**src/rtl/cpu_sequencer_if.sv**
```systemverilog
// Signal bundle between the multi-cycle instruction sequencer and its
// control unit, execute stage and instruction/data memories.
interface cpu_sequencer_if;
  logic        start;
  logic        halt_req;
  logic        imem_ready;
  logic [31:0] imem_rdata;
  logic        dmem_ready;
  logic        mem_read;
  logic        mem_write;
  logic        reg_write;
  logic        pcsrc;
  logic [63:0] branch_addr;
  logic [63:0] pc;
  logic [31:0] instr;
  logic        imem_req;
  logic        id_en;
  logic        ex_en;
  logic        dmem_req;
  logic        wb_en;
  logic        reg_wr_en;
  logic [2:0]  state;
  logic        busy;
  logic [31:0] instr_count;
  logic        err;

  modport master (
    input  start, halt_req, imem_ready, imem_rdata, dmem_ready,
           mem_read, mem_write, reg_write, pcsrc, branch_addr,
    output pc, instr, imem_req, id_en, ex_en, dmem_req, wb_en,
           reg_wr_en, state, busy, instr_count, err
  );

  modport slave (
    output start, halt_req, imem_ready, imem_rdata, dmem_ready,
           mem_read, mem_write, reg_write, pcsrc, branch_addr,
    input  pc, instr, imem_req, id_en, ex_en, dmem_req, wb_en,
           reg_wr_en, state, busy, instr_count, err
  );
endinterface

```
**src/rtl/cpu_sequencer.sv**
```systemverilog
// Multi-cycle CPU sequencer: FETCH/DECODE/EXEC/MEM/WB control FSM with PC,
// retired-instruction counter and memory-wait timeout.
module cpu_sequencer #(
  parameter logic [63:0] RESET_PC    = 64'h0,
  parameter int          MEM_TIMEOUT = 16
) (
  input logic             clk,
  input logic             rst_n,
  cpu_sequencer_if.master bus
);
  localparam int               CNT_W     = $clog2(MEM_TIMEOUT + 1);
  localparam logic [CNT_W-1:0] LAST_WAIT = CNT_W'(MEM_TIMEOUT - 1);

  typedef enum logic [2:0] {
    S_IDLE   = 3'd0,
    S_FETCH  = 3'd1,
    S_DECODE = 3'd2,
    S_EXEC   = 3'd3,
    S_MEM    = 3'd4,
    S_WB     = 3'd5,
    S_HALT   = 3'd6,
    S_ERROR  = 3'd7
  } state_t;

  state_t           state_q, state_d, boundary;
  logic [63:0]      pc_q;
  logic [31:0]      instr_q;
  logic [31:0]      count_q;
  logic [CNT_W-1:0] wait_q;
  logic             load_q;
  logic             instr_ld, pc_ld, retire, wait_inc;

  always_ff @(posedge clk or negedge rst_n) begin
    if (!rst_n) state_q <= S_IDLE;
    else        state_q <= state_d;
  end

  // Every move toward FETCH is an instruction boundary where a halt may divert it
  assign boundary = bus.halt_req ? S_HALT : S_FETCH;

  always_comb begin
    state_d  = state_q;
    instr_ld = 1'b0;
    pc_ld    = 1'b0;
    retire   = 1'b0;
    wait_inc = 1'b0;
    case (state_q)
      S_IDLE: if (bus.start) state_d = boundary;
      S_FETCH: begin
        if (bus.imem_ready) begin
          instr_ld = 1'b1;
          state_d  = S_DECODE;
        end else if (wait_q == LAST_WAIT) state_d = S_ERROR;
        else wait_inc = 1'b1;
      end
      S_DECODE: state_d = S_EXEC;
      S_EXEC: begin
        pc_ld = 1'b1;
        if (bus.mem_read || bus.mem_write) state_d = S_MEM;
        else if (bus.reg_write)            state_d = S_WB;
        else begin
          retire  = 1'b1;
          state_d = boundary;
        end
      end
      S_MEM: begin
        if (bus.dmem_ready) begin
          if (load_q) state_d = S_WB;
          else begin
            retire  = 1'b1;
            state_d = boundary;
          end
        end else if (wait_q == LAST_WAIT) state_d = S_ERROR;
        else wait_inc = 1'b1;
      end
      S_WB: begin
        retire  = 1'b1;
        state_d = boundary;
      end
      S_HALT, S_ERROR: if (!bus.start) state_d = S_IDLE;
      default: state_d = S_IDLE;
    endcase
  end

  // Load wins over store when both flags are set; the kind is frozen at EXEC exit
  always_ff @(posedge clk or negedge rst_n) begin
    if (!rst_n) begin
      pc_q    <= RESET_PC;
      instr_q <= '0;
      count_q <= '0;
      wait_q  <= '0;
      load_q  <= 1'b0;
    end else begin
      if (instr_ld) instr_q <= bus.imem_rdata;
      if (pc_ld) begin
        pc_q   <= bus.pcsrc ? bus.branch_addr : pc_q + 64'd4;
        load_q <= bus.mem_read;
      end
      if (retire) count_q <= count_q + 32'd1;
      if (state_d != state_q) wait_q <= '0;
      else if (wait_inc)      wait_q <= wait_q + CNT_W'(1);
    end
  end

  assign bus.pc          = pc_q;
  assign bus.instr       = instr_q;
  assign bus.instr_count = count_q;
  assign bus.state       = state_q;
  assign bus.imem_req    = (state_q == S_FETCH);
  assign bus.id_en       = (state_q == S_DECODE);
  assign bus.ex_en       = (state_q == S_EXEC);
  assign bus.dmem_req    = (state_q == S_MEM);
  assign bus.wb_en       = (state_q == S_WB);
  assign bus.reg_wr_en   = (state_q == S_WB) && (instr_q[4:0] != 5'd31);
  assign bus.busy        = (state_q != S_IDLE) && (state_q != S_HALT) && (state_q != S_ERROR);
  assign bus.err         = (state_q == S_ERROR);
endmodule

```
**src/flat_wrapper.sv**
```systemverilog
// flat-port wrapper written by rule: the top's interface ports become plain ports
module cpu_sequencer_flat 
#(
  parameter logic [63:0] RESET_PC    = 64'h0,
  parameter int          MEM_TIMEOUT = 16
)
  (clk, rst_n, bus_start, bus_halt_req, bus_imem_ready, bus_imem_rdata, bus_dmem_ready, bus_mem_read, bus_mem_write, bus_reg_write, bus_pcsrc, bus_branch_addr, bus_pc, bus_instr, bus_imem_req, bus_id_en, bus_ex_en, bus_dmem_req, bus_wb_en, bus_reg_wr_en, bus_state, bus_busy, bus_instr_count, bus_err);
  cpu_sequencer_if bus_i ();
  input logic clk;
  input logic rst_n;
  input wire logic [$bits(bus_i.start)-1:0] bus_start;
  input wire logic [$bits(bus_i.halt_req)-1:0] bus_halt_req;
  input wire logic [$bits(bus_i.imem_ready)-1:0] bus_imem_ready;
  input wire logic [$bits(bus_i.imem_rdata)-1:0] bus_imem_rdata;
  input wire logic [$bits(bus_i.dmem_ready)-1:0] bus_dmem_ready;
  input wire logic [$bits(bus_i.mem_read)-1:0] bus_mem_read;
  input wire logic [$bits(bus_i.mem_write)-1:0] bus_mem_write;
  input wire logic [$bits(bus_i.reg_write)-1:0] bus_reg_write;
  input wire logic [$bits(bus_i.pcsrc)-1:0] bus_pcsrc;
  input wire logic [$bits(bus_i.branch_addr)-1:0] bus_branch_addr;
  output wire logic [$bits(bus_i.pc)-1:0] bus_pc;
  output wire logic [$bits(bus_i.instr)-1:0] bus_instr;
  output wire logic [$bits(bus_i.imem_req)-1:0] bus_imem_req;
  output wire logic [$bits(bus_i.id_en)-1:0] bus_id_en;
  output wire logic [$bits(bus_i.ex_en)-1:0] bus_ex_en;
  output wire logic [$bits(bus_i.dmem_req)-1:0] bus_dmem_req;
  output wire logic [$bits(bus_i.wb_en)-1:0] bus_wb_en;
  output wire logic [$bits(bus_i.reg_wr_en)-1:0] bus_reg_wr_en;
  output wire logic [$bits(bus_i.state)-1:0] bus_state;
  output wire logic [$bits(bus_i.busy)-1:0] bus_busy;
  output wire logic [$bits(bus_i.instr_count)-1:0] bus_instr_count;
  output wire logic [$bits(bus_i.err)-1:0] bus_err;
  assign bus_i.start = bus_start;
  assign bus_i.halt_req = bus_halt_req;
  assign bus_i.imem_ready = bus_imem_ready;
  assign bus_i.imem_rdata = bus_imem_rdata;
  assign bus_i.dmem_ready = bus_dmem_ready;
  assign bus_i.mem_read = bus_mem_read;
  assign bus_i.mem_write = bus_mem_write;
  assign bus_i.reg_write = bus_reg_write;
  assign bus_i.pcsrc = bus_pcsrc;
  assign bus_i.branch_addr = bus_branch_addr;
  assign bus_pc = bus_i.pc;
  assign bus_instr = bus_i.instr;
  assign bus_imem_req = bus_i.imem_req;
  assign bus_id_en = bus_i.id_en;
  assign bus_ex_en = bus_i.ex_en;
  assign bus_dmem_req = bus_i.dmem_req;
  assign bus_wb_en = bus_i.wb_en;
  assign bus_reg_wr_en = bus_i.reg_wr_en;
  assign bus_state = bus_i.state;
  assign bus_busy = bus_i.busy;
  assign bus_instr_count = bus_i.instr_count;
  assign bus_err = bus_i.err;
  cpu_sequencer #(.RESET_PC(RESET_PC), .MEM_TIMEOUT(MEM_TIMEOUT)) u_core (.clk(clk), .rst_n(rst_n), .bus(bus_i));
endmodule
```
**config.mk**
```make
export PLATFORM = sky130hd
export DESIGN_NAME = cpu_sequencer_flat
export DESIGN_NICKNAME = d
export VERILOG_FILES = /design/src/rtl/cpu_sequencer_if.sv /design/src/rtl/cpu_sequencer.sv /design/src/flat_wrapper.sv
export SDC_FILE = /design/constraint.sdc
export NUM_CORES = 1
export LEC_CHECK = 0
export BUFFER_PORTS_ARGS = -buffer_cell sky130_fd_sc_hd__buf_2
export CELL_PAD_IN_SITES_DETAIL_PLACEMENT = 1
export CELL_PAD_IN_SITES_GLOBAL_PLACEMENT = 2
export CORE_AREA = 2 2 172 174
export CTS_CLUSTER_DIAMETER = 120
export DETAILED_ROUTE_END_ITERATION = 8
export DIE_AREA = 0 0 174 176
export GPL_TIMING_DRIVEN = 0
export PLACE_DENSITY_LB_ADDON = 0.1
export SLEW_MARGIN = 15
export SYNTH_ARGS = -nofsm -noshare
export SYNTH_HDL_FRONTEND = slang
export SYNTH_SLANG_ARGS = --single-unit
export TNS_END_PERCENT = 1
```
**constraint.sdc**
```tcl
create_clock -name clk -period 2.2 [get_ports clk]
set_input_delay 0.44 -clock clk [delete_from_list [all_inputs] [get_ports clk]]
set_output_delay 0.44 -clock clk [all_outputs]
set_load 0.05 [all_outputs]
```
Yosys cells after proc, flatten, opt, wreduce, memory -nomap -nowiden --
Index checks and enable logic that the tools add are counted.
Operators by class: bitwise operators 0, reduce and logical (&&, ||, !) cells 8, divide/modulo/power cells 0, shift-type cells 0, mux-type cells 25, order comparisons 0, equal/unequal tests 12, add/subtract/negate cells 3, $mul 0
Operators with widths (count):
- $add 64x3->64 const B | 1
- $mux 64 | 1
- $add 32x1->32 const B | 1
- $mux 3 | 9
- $pmux 3 s7 | 1
- $eq 3x3->1 const B | 4
- $mux 1 | 10
- $mux 5 | 2
- $eq 3x2->1 const B | 2
- $ne 3x3->1 const B | 2
- $add 5x1->5 const B | 1
- $eq 5x4->1 const B | 1
- $ne 5x5->1 const B | 1
- $eq 3x1->1 const B | 1
- $logic_and 1x1->1 | 3
- $logic_not 3->1 | 1
- $ne 3x3->1 | 1
- $pmux 1 s3 | 1
- $reduce_bool 3->1 | 1
- $pmux 1 s2 | 1
- $reduce_bool 2->1 | 1
- $reduce_or 2->1 | 1
- $logic_or 1x1->1 | 1
Storage, ports and cells: bits in registers 137, memories kept 0, RAM bits 0, memory bits (read-only) 0, output and inout port bits 139, bits in latches 0

Longest topological paths before layout --
Gate-level depths: netlist of the first run.
depth after elaboration 6, mapped depth 8, gate-level depth less buffers 8

Worst setup path before layout of the first run --
Ideal clock, no wire load.
kind register to register, start register u_core.state_q[0] (netlist: u_core.bus.state[0]), end register u_core.instr_q[0] (netlist: u_core.bus.instr[0]), setup slack -1199 ps, cell stages (with the launch flop) 7, data arrival time 3274 ps, library setup time 125 ps, path buffers 2, cell sequence dfrtp_1 > clkinv_1 > nor3_1 > and2_1 > clkbuf_1 > buf_1 > mux2_2
Between the ends: longest elaborated chain between the ends 2
RTL lines:
- from (decl) | line cpu_sequencer.sv:25 | state_t state_q, state_d, boundary;
- from (signal assigned) | line cpu_sequencer.sv:35 | else state_q <= state_d;
- $eq 3x1->1
- via bus_imem_req | line flat_wrapper.sv:23 | output wire logic [$bits(bus_i.imem_req)-1:0] bus_imem_req;
- $mux 1 | line cpu_sequencer.sv:47 | case (state_q)
- to (signal assigned) | line cpu_sequencer.sv:94 | if (instr_ld) instr_q <= bus.imem_rdata;
- to (decl) | line cpu_sequencer.sv:27 | logic [31:0] instr_q;
The timed path passes the listed nets, and every way through them passes these cells. A chain may end at the register's enable or synchronous reset.

Worst setup path after layout of the first run --
start register u_core.pc_q[31] (netlist: u_core.bus.pc[31]), end register u_core.pc_q[63] (netlist: u_core.bus.pc[63])
Between the ends: longest elaborated chain between the ends 2
RTL lines:
- from (decl) | line cpu_sequencer.sv:26 | logic [63:0] pc_q;
- from (signal assigned) | line cpu_sequencer.sv:96 | pc_q <= bus.pcsrc ? bus.branch_addr : pc_q + 64'd4;
- $add 64x3->64 | line cpu_sequencer.sv:96
- $mux 64 | line cpu_sequencer.sv:96
No other way between the ends.

==> results.ini, run 1 <==
[global_routing]
grt_max_degree=71
grt_pass1_wl_mm=53.52
overflow=0
grt_util_all_layers_pct=23.00
antenna_found_initial=2
grt_pass1_vias=8539

[synth]
synth_area_per_cell_sq_um=9.211
syn_nets=944
ys_types=63
synth.area.mux_share_pct=6.010
synth_edf_count=0
seq_area_frac_synth_pct=44.63
synth_async_sr_flop_share_pct=100.0
synth_top_family_by_area=simple AND/OR/NAND/NOR gates
synth_top_flop_cell=dfrtp_1
synth_fa_ha_area_share_pct=0.6515
yosys.area_share.simple_pct=25.81
yosys_register_bits=137
synthesis.area_sq_mm=0.007682
synth_xor_xnor_area_share_pct=3.876
syn_inst=834
synth_compound_area_share_pct=15.70
ys_warn_count=0

[setup_path]
cp_max_fo=3
end_kind=flop
crit_chain=nand4_4 -> or4_4 -> or4_4 -> or4_4 -> o211ai_1
crit_type=reg -> reg
cpPeakStageDelay_ns=0.55
path_delay_family=simple AND/OR/NAND/NOR gates
cp_slowest_cell=or4_4
crit_cells=5
cp-start-kind=flop
crit_buf_inv=0
arrival_ns=2.61
required_ns=2.54
crit_top_cell=or4_4
ff2ff_path_depth=5

[cells_and_area]
drive_gt1_share_pct=42.94
syn_to_final_growth_pct=45.41
fill_cells=3370
fin_area_sq_mm=0.01117
fin_nets=1273
mostFrequentLayoutCell=buf_2
final_cell_mix=buf_2, dfrtp_1, nand2_1

[clocking]
cts_buffer_depth=2
cts_tree=done
cts_sinks=137
path_clk_slew_ns=0.07
htreeDepth=4
clock-root-buffer=clkbuf_16
numCtsBuffers=17
clk_latency_ns=0.44

[timing]
worst_slack_ns=-0.06754
finalMaxSlewViolations=0
max_slew_margin_pct=32.66
tightestPinTransition_ns=1.010
fin_skew_ns=0.02057
min_period_over_period_pct=103.1
finalSetupViolations=6
rsz0062_at_grt=true
max_freq_mhz=441.0
fin_setup_tns_ns=-0.1271
period_needed_ns=2.268
final_hold_viol_count=0

[min_path]
hold_depth=3
hold_path.class=in -> reg

[power_and_ir_drop]
total_power_w=0.01682
p_per_area_mw_per_mm2=1505
switching_share_pct=53.69
intPower_w=0.007787
power.combinational.fraction_pct=55.3
p_leak_nw=4.947
p_switching_w=0.009029
ir_drop_mv=0.5617
pwr-share-seq_pct=27.2
clock_power_share_pct=17.5

[routing]
drt_first_iter_violations=479
drt_first_pass_iters=5
wl_per_cell_um=22.44
drc=0
vias=8360
finalWirelength_mm=35.07
via_per_inst=5.349
drtAntennaViolNets=0

[floorplanning]
ios=245
start_util_pct=26.91
rows=62
core_sq_mm=0.02855
die_h_um=176
fp.dieW_um=174
die_area_sq_mm=0.03062

[status]
status=finished with violations
failed_checks=negative setup slack

[place]
portBuffers=243
place_area_sq_mm=0.009547
gp_congestion=0.8142
post-dp-hpwl_mm=24.59

[flow_run]
cap_violations=0

==> final cells by class <==
type | instances | area, sq um | area share, %
diodes | 3 | 7.507 | 0.06720
plain buffers | 44 | 272.8 | 2.442
clock buffers | 18 | 429.2 | 3.842
clock inverters | 14 | 152.6 | 1.366
inverters | 18 | 72.57 | 0.6496
multi-input cells | 630 | 4423 | 39.59
flip-flops and latches | 137 | 3475 | 31.10
well taps | 384 | 480.5 | 4.301
repair buffers | 315 | 1858 | 16.63
==> through the flow <==
stage                     hold slack, ns  setup WS (ns)  util, %  std cells
after floorplan                   0.1444        -0.2846        -        834
after global placement            0.4606         -1.991    33.29       1461
after detailed placement          0.4503         -1.366    33.44       1462
after CTS                         0.1910        -0.1215    38.40       1550
after global routing              0.1989        -0.1332    39.11       1561
final                             0.2066       -0.06754    39.13       1563
==> routing by layer <==
layer | routed length [um] | global-route usage [%]
met1 | 16500 | 32.52
met2 | 15620 | 35.41
met3 | 2031 | 4.156
met4 | 917 | 7.878
met5 | 0 | 0
==> worst paths after layout <==
check / start / endpoint / slack, ns
worst max-delay path: u_core.bus.pc[31] / u_core.bus.pc[63] / -0.07
worst min-delay path: bus_branch_addr[0] / u_core.bus.pc[0] / 0.21
worst max register to register: u_core.bus.pc[31] / u_core.bus.pc[63] / -0.07
worst min register to register: u_core.bus.instr_count[31] / u_core.bus.instr_count[31] / 0.48
max in group asynchronous: rst_n / u_core.bus.pc[12] / 0.80
min in group asynchronous: rst_n / u_core.bus.instr[29] / 0.57
==> synth_stat cells, types with 3 or more instances <==
master / instances / area (sq um)
o211ai_1: 7 / 52.55
mux2i_1: 9 / 90.09
and2_1: 4 / 25.02
o311a_1: 3 / 30.03
or2_2: 3 / 18.77
nand3_1: 54 / 270.3
clkbuf_1: 39 / 146.4
xor2_1: 8 / 70.07
dfrtp_1: 137 / 3428
ha_1: 4 / 50.05
mux2_2: 33 / 371.6
or4_1: 8 / 60.06
o211a_1: 3 / 30.03
nand4_1: 42 / 262.8
nor2b_1: 8 / 50.05
nor2_1: 51 / 191.4
o21ai_0: 45 / 225.2
o21a_1: 6 / 45.04
a32oi_1: 5 / 43.79
a21oi_1: 40 / 200.2
nor4_1: 23 / 143.9
xnor2_1: 26 / 227.7
a31oi_1: 12 / 75.07
nor4b_1: 3 / 26.28
a211oi_1: 11 / 82.58
a311oi_1: 6 / 52.55
buf_1: 7 / 26.28
o311ai_0: 3 / 26.28
and3_1: 22 / 137.6
or3_1: 15 / 93.84
o22a_1: 4 / 35.03
nand2b_1: 3 / 18.77
o31ai_1: 3 / 22.52
a31o_2: 3 / 26.28
nand2_1: 69 / 259.0
inv_1: 16 / 60.06
o2bb2ai_1: 3 / 26.28
a311o_1: 4 / 40.04
nor3b_1: 7 / 52.55
and4_1: 11 / 96.34
nor3_1: 44 / 220.2
==> state kept, by name (all words and copies together), names as in the netlist <==
signal and flops:
u_core.bus.pc 64, u_core.bus.instr 32, u_core.bus.instr_count 32, u_core.wait_q 5
u_core.bus.state 3, u_core.load_q 1
==> power groups by stage <==
| stage | Sequential, W | Clock, W | Combinational [W] |
|---|---|---|---|
| final | 0.00457 | 0.00295 | 0.00930 |
| after global routing | 0.00473 | 0.00314 | 0.00983 |
| after CTS | 0.00454 | 0.00306 | 0.00920 |
| after detailed placement | 0.00469 | 0 | 0.00822 |
| after global placement | 0.00467 | 0 | 0.00819 |
| after floorplan | 0.00756 | 0 | 0.00278 |
==> worst reg2reg max path: cells and delay by family (launching register included) <==
kind | cells | cell delay (ns)
and+or+nand+nor | 4 | 1.62
DFF | 1 | 0.39
AOI/OAI and AO/OA | 1 | 0.17
==> what timing repair did <==
action | in CTS | in global routing
buffers inserted | 57 | 13
hold buffers | 1 | 0
resized for setup | 99 | 42
hold endpoints to repair | 57 | 0
endpoints found under the setup margin | 93 | 71
pin swaps | 26 | 29
==> cell families (layout without fill, tap and decap cells) <==
logic type                 Yosys count  in the layout
adders and majority gates            4              4
buffers and inverters               67            409
muxes                               42             42
xor gates and xnor gates            34             34
AOI/OAI and AO/OA                  178            178
and+or+nand+nor                    372            372
other                                0              3
DFF                                137            137
Power figures use the tool's default switching activity.
==> run 2: changes to the inputs <==
CORE_AREA = 2 2 164 166   (was 2 2 172 174)
DIE_AREA = 0 0 166 168   (was 0 0 174 176)
clock period = 2.4 ns   (was 2.2 ns; I/O delays follow)
==> run 2 against run 1 <==
  * The run still ends with negative setup slack left
  * Via count down 1.6%
  * Hold slack better by 0.038 ns
  * Clock skew down 0.0074 ns
  * Utilization up 1.5 points
  * Critical path depth up 1
  * Sequential share of layout area up 1.1 points
  * Global-route usage up 1.0 points
  * Cell count down 4.5%
  * Maximum frequency down 6.1%
  * Die area down 8.9%
  * Register-to-register slack better by 0.05 ns
  * Clock-buffer cell count down 1
  * Critical path type unchanged
==> results.ini, run 2 (synthesized netlist as in run 1, its figures left out) <==
[power_and_ir_drop]
total_power_w=0.01505  ; was 0.01682 W
ir_drop_mv=0.7068  ; was 0.5617 mV
p_per_area_mw_per_mm2=1405  ; was 1505 mW/mm^2
p_leak_nw=4.727  ; was 4.947 nW

[routing]
drc=0  ; unchanged
vias=8226  ; was 8,360
drtAntennaViolNets=0  ; unchanged
drt_first_iter_violations=462  ; was 479
via_per_inst=5.513  ; was 5.349
drt_first_pass_iters=5  ; unchanged
finalWirelength_mm=33.81  ; was 35.07 mm
wl_per_cell_um=22.66  ; was 22.44 um

[timing]
final_hold_viol_count=0  ; unchanged
tightestPinTransition_ns=0.8337  ; was 1.010 ns
fin_setup_tns_ns=-0.01384  ; was -0.1271 ns
max_freq_mhz=414.3  ; was 441.0 MHz
min_period_over_period_pct=100.6  ; was 103.1%
finalMaxSlewViolations=0  ; unchanged
period_needed_ns=2.414  ; was 2.268 ns
worst_slack_ns=-0.01384  ; was -0.06754 ns
fin_skew_ns=0.01319  ; was 0.02057 ns
hold_ws_ns=0.2445  ; was 0.2066 ns
max_slew_margin_pct=43.91  ; was 32.66%
finalSetupViolations=1  ; was 6
rsz0062_at_grt=true  ; unchanged

[cells_and_area]
mostFrequentLayoutCell=buf_2  ; unchanged
fill_cells=3136  ; was 3,370
syn_to_final_growth_pct=39.45  ; was 45.41%
instances_no_fill=1492  ; was 1,563
final_cell_mix=buf_2, dfrtp_1, nand2_1  ; unchanged
drive_gt1_share_pct=37.37  ; was 42.94%
largest_register_ffs=64  ; unchanged
fin_nets=1245  ; was 1,273

[global_routing]
antenna_found_initial=3  ; was 2
grt_max_degree=91  ; was 71
grt_util_all_layers_pct=24.03  ; was 23.00%
grt_pass1_vias=8407  ; was 8,539
overflow=0  ; unchanged
grt_pass1_wl_mm=51.92  ; was 53.52 mm

[clocking]
cts_buffer_depth=2  ; unchanged
clock-root-buffer=clkbuf_16  ; unchanged
cts_tree=done  ; unchanged
htreeDepth=4  ; unchanged
path_clk_slew_ns=0.07  ; about the same
clk_latency_ns=0.43  ; was 0.44 ns
cts_sinks=137  ; unchanged
numCtsBuffers=17  ; unchanged

[setup_path]
cp-start-kind=flop  ; unchanged
arrival_ns=2.76  ; was 2.61 ns
crit_chain=nand2_1 -> or4_4 -> or4_1 -> buf_2 -> or4_1 -> o211ai_1  ; was nand4_4 -> or4_4 -> or4_4 -> or4_4 -> o211ai_1
crit_top_cell=or4_1  ; was or4_4
path_delay_family=simple AND/OR/NAND/NOR gates  ; unchanged
required_ns=2.74  ; was 2.54 ns
cp_slowest_cell=or4_4  ; unchanged
cpPeakStageDelay_ns=0.54  ; was 0.55 ns
cp_max_fo=6  ; was 3
crit_type=reg -> reg  ; unchanged
end_kind=flop  ; unchanged
crit_buf_inv=1  ; was 0

[floorplanning]
die_area_sq_mm=0.02789  ; was 0.03062 sq mm
fp.dieW_um=166  ; was 174 um
ios=245  ; unchanged
rows=60  ; was 62
start_util_pct=29.15  ; was 26.91%
core_sq_mm=0.02635  ; was 0.02855 sq mm
die_h_um=168  ; was 176 um

[place]
dp.cells=1419  ; was 1,462
gp_congestion=0.8645  ; was 0.8142
post-dp-hpwl_mm=23.80  ; was 24.59 mm
portBuffers=243  ; unchanged

[status]
status=finished with violations  ; unchanged
failed_checks=negative setup slack  ; unchanged

[flow_run]
cap_violations=0  ; unchanged

[min_path]
hold_path.class=in -> reg  ; unchanged

==> run 2: through the flow <==
step,setup slack (ns),util [%],instance area (sq um)
6_report,-0.01384,40.66,10710
5_1_grt,-0.07258,40.65,10710
4_1_cts,-0.03948,40.01,10540
3_5_place_dp,-1.357,35.66,9395
3_3_place_gp,-1.770,35.51,9358
2_1_floorplan,-0.3359,-,7715
==> run 2: layer usage <==
layer / GRT usage, % / up-vias / part of all wire, % / routed length (um)
li1: - / 3773 / - / -
met5: 0 / - / 0 / 0
met3: 4.937 / 41 / 6.3 / 2116
met2: 36.91 / 293 / 45 / 15150
met1: 34.50 / 4119 / 47 / 15970
met4: 6.352 / 0 / 1.7 / 569
==> run 2: tightest hold or removal path, cell delays in order <==
cell and delay (ns):
buf_2 0.07, nand2_1 0.04, nand2_1 0.04
==> run 2: cell type report <==
class                   count  area, sq um  share of cell area, %
well taps                 341        426.7                  3.983
flip-flops and latches    137         3450                  32.20
inverters                  18        71.32                 0.6657
multi-input cells         630         4278                  39.93
repair buffers            283         1584                  14.79
clock buffers              17        425.4                  3.971
plain buffers              48        294.0                  2.745
clock inverters            15        176.4                  1.647
diodes                      3        7.507                0.07008
==> run 2: path summary, 6_finish.rpt <==
check	start	end	slack (ns)	depth (start not counted)
min reg2reg	u_core.bus.instr_count[31]	u_core.bus.instr_count[31]	0.48	1
min in group asynchronous	rst_n	u_core.bus.instr[12]	0.53	2
min	bus_branch_addr[0]	u_core.bus.pc[0]	0.24	3
max reg2reg	u_core.bus.pc[35]	u_core.bus.pc[63]	-0.01	6
max in group asynchronous	rst_n	u_core.bus.pc[2]	0.99	3
max	u_core.bus.pc[35]	u_core.bus.pc[63]	-0.01	6
==> run 2: where the power goes <==
group / leakage [nW] / internal [W] / switching (W)
sequential: 1.65 / 0.00318 / 0.00103
combinational: 2.78 / 0.00221 / 0.00586
clock: 0.298 / 0.00150 / 0.00128
==> run 2: repair_timing <==
item	CTS	global route
buffers inserted	30	8
hold buffers	1	0
endpoints found under the hold margin	47	0
resized for setup	76	33
pin swaps	11	8
endpoints found under the setup margin	86	76
==> run 3: changes to the inputs <==
CORE_AREA = 2 2 156 158   (was 2 2 164 166)
DIE_AREA = 0 0 158 160   (was 0 0 166 168)
clock period = 2.83 ns   (was 2.4 ns; I/O delays follow)
==> run 3 against run 2 <==
  * The flow now finishes without violations
  * Power down 18%
  * Largest power group unchanged
  * Critical path type is now reg -> out
  * Critical endpoint is now bus_ex_en
  * Clock power shrank 18%
  * First-iteration DRC count shrank 3.2%
  * Largest cell class unchanged
  * Register-to-register slack improved by 0.12 ns
==> results.ini, run 3 (synthesized netlist as in run 1, its figures left out) <==
[clocking]
cts_buffer_depth=2  ; unchanged
clk_latency_ns=0.43  ; about the same
htreeDepth=4  ; unchanged
cts_tree=done  ; unchanged
numCtsBuffers=17  ; unchanged
postCtsHoldBufs=0  ; was 1
cts_sinks=137  ; unchanged
clock-root-buffer=clkbuf_16  ; unchanged
path_clk_slew_ns=0.07  ; about the same

[min_path]
hold_path.class=in -> async  ; was in -> reg

[cells_and_area]
final_cell_mix=buf_2, dfrtp_1, nand2_1  ; unchanged
largest_register_ffs=64  ; unchanged
multiInputGateArea_sq_mm=0.004129  ; was 0.004278 sq mm
register_area_sq_mm=0.003431  ; was 0.003450 sq mm
fin_util_pct=42.71  ; was 40.66%
syn_to_final_growth_pct=32.43  ; was 39.45%
fill_cells=2899  ; was 3,136
fin_area_sq_mm=0.01017  ; was 0.01071 sq mm
fin_nets=1215  ; was 1,245
mostFrequentLayoutCell=buf_2  ; unchanged
drive_gt1_share_pct=31.84  ; was 37.37%

[power_and_ir_drop]
ir_drop_mv=0.4123  ; was 0.7068 mV
power.combinational.fraction_pct=52.5  ; was 53.6%
p_switching_w=0.006714  ; was 0.008162 W
clock_power_share_pct=18.6  ; was 18.4%
p_per_area_mw_per_mm2=1208  ; was 1405 mW/mm^2
intPower_w=0.005580  ; was 0.006889 W
p_leak_nw=4.485  ; was 4.727 nW
pwr-share-seq_pct=28.9  ; was 28.0%
switching_share_pct=54.61  ; was 54.23%

[floorplanning]
start_util_pct=32.25  ; was 29.15%
ios=245  ; unchanged
core_sq_mm=0.02382  ; was 0.02635 sq mm
die_area_sq_mm=0.02528  ; was 0.02789 sq mm
die_h_um=160  ; was 168 um
rows=57  ; was 60
fp.dieW_um=158  ; was 166 um

[timing]
tightestPinTransition_ns=1.156  ; was 0.8337 ns
finalSetupViolations=0  ; was 1
max_slew_margin_pct=22.65  ; was 43.91%
min_period_over_period_pct=96.47
worst_slack_ns=0.09996  ; was -0.01384 ns
period_needed_ns=2.730
hold_ws_ns=0.06528  ; was 0.2445 ns
final_hold_viol_count=0  ; unchanged
rsz0062_at_grt=true  ; unchanged
max_freq_mhz=366.3
finalMaxSlewViolations=0  ; unchanged
fin_setup_tns_ns=0  ; was -0.01384 ns
fin_skew_ns=0.01215  ; was 0.01319 ns

[setup_path]
crit_buf_inv=6  ; was 1
crit_chain=buf_6 -> nand3b_1 -> inv_4 -> buf_8 -> clkbuf_8 -> buf_8 -> buf_6  ; was nand2_1 -> or4_4 -> or4_1 -> buf_2 -> or4_1 -> o211ai_1
cp_slowest_cell=dfrtp_1  ; was or4_4
cp_max_fo=10  ; was 6
ff2ff_path_depth=7  ; was 6
end_kind=output pin  ; was flop
crit_type=reg -> out  ; was reg -> reg
reg2reg_slack_ns=0.11  ; was -0.01 ns
rr_endpoint=u_core.bus.pc[38]  ; was u_core.bus.pc[63]
cp-start-kind=flop  ; unchanged
cpPeakStageDelay_ns=0.43  ; was 0.54 ns
required_ns=2.26  ; was 2.74 ns
path_delay_family=buffers and inverters  ; was simple AND/OR/NAND/NOR gates
reg2reg_from=u_core.bus.pc[9]  ; was u_core.bus.pc[35]
arrival_ns=2.16  ; was 2.76 ns

[place]
dpl_worst_slack_ns=-1.117  ; was -1.357 ns
portBuffers=243  ; unchanged
post-dp-hpwl_mm=23.48  ; was 23.80 mm
place_area_sq_mm=0.009375  ; was 0.009395 sq mm
gp_congestion=0.8855  ; was 0.8645

[global_routing]
grt_max_degree=82  ; was 91
grt_pass1_vias=8049  ; was 8,407
overflow=0  ; unchanged
grt_pass1_wl_mm=49.51  ; was 51.92 mm
grt_util_all_layers_pct=25.78  ; was 24.03%
antenna_found_initial=2  ; was 3

[routing]
wl_per_cell_um=22.62  ; was 22.66 um
drc=0  ; unchanged
drt_first_iter_violations=447  ; was 462
drt_first_pass_iters=5  ; unchanged
vias=8073  ; was 8,226
finalWirelength_mm=32.64  ; was 33.81 mm
via_per_inst=5.595  ; was 5.513
drtAntennaViolNets=0  ; unchanged

[status]
status=complete, no violations  ; was finished with violations

[flow_run]
cap_violations=0  ; unchanged

==> run 3: cell count changes in the layout (fill, tap and decap cells not counted), moves of 5 or more <==
cell	delta
clkbuf_1	+8
buf_4	-28
dfrtp_2	-15
dfrtp_1	+15
nand3_1	+5
==> run 3: area by class of cell <==
type / count / share of cell area, %
Multi-Input combinational cell: 630 / 40.59
Sequential cell: 137 / 33.72
Timing Repair Buffer: 252 / 12.95
Clock buffer: 18 / 4.218
Tap cell: 324 / 3.985
Buffer: 49 / 2.324
Clock inverter: 14 / 1.500
Inverter: 18 / 0.6887
Antenna cell: 1 / 0.02460
==> run 3: worst register-to-register path: cells and delay by family (launching register included) <==
family / cells / cell delay (ns)
and+or+nand+nor: 3 / 1.19
buffers and inverters: 2 / 0.55
DFF: 1 / 0.49
AOI/OAI and AO/OA: 2 / 0.39
==> run 3: layer usage <==
layer,vias up,routed length [um],global-route usage (%)
met3,45,2544,5.536
met5,-,7,0
met2,323,14600,39.70
met1,4002,14870,36.92
met4,2,618,6.347
li1,3701,-,-
==> run 3: worst max-delay path by stage <==
stage	from	endpoint	slack (ns)	depth (start not counted)
after floorplan	u_core.bus.state[1]	bus_ex_en	-0.13	6
after global placement	u_core.bus.state[1]	bus_ex_en	-1.20	7
after detailed placement	u_core.bus.state[1]	bus_ex_en	-1.12	7
after CTS	u_core.bus.pc[2]	u_core.bus.pc[54]	-0.14	6
after global routing	u_core.bus.pc[22]	u_core.bus.pc[61]	-0.02	6
final	u_core.bus.state[1]	bus_ex_en	0.1	7
==> run 3: power groups by stage <==
stage	Clock (W)	Combinational, W	Sequential [W]
floorplan	0	0.00212	0.00582
global placement	0	0.00627	0.00356
detailed placement	0	0.00632	0.00358
CTS	0.00234	0.00642	0.00354
global route	0.00240	0.00684	0.00369
finish	0.00228	0.00645	0.00356
==> run 3: through the flow <==
stage | std cells | power (W)
floorplan | 834 | 0.007945
global route | 1443 | 0.01293
CTS | 1436 | 0.01230
global placement | 1401 | 0.009824
finish | 1443 | 0.01229
detailed placement | 1403 | 0.009898
==> run 3: repair_timing <==
action                     4_1_cts  5_1_grt
setup endpoints to repair       57       58
resized for setup               28       14
buffers inserted                 1        6
pin swaps                        4        3
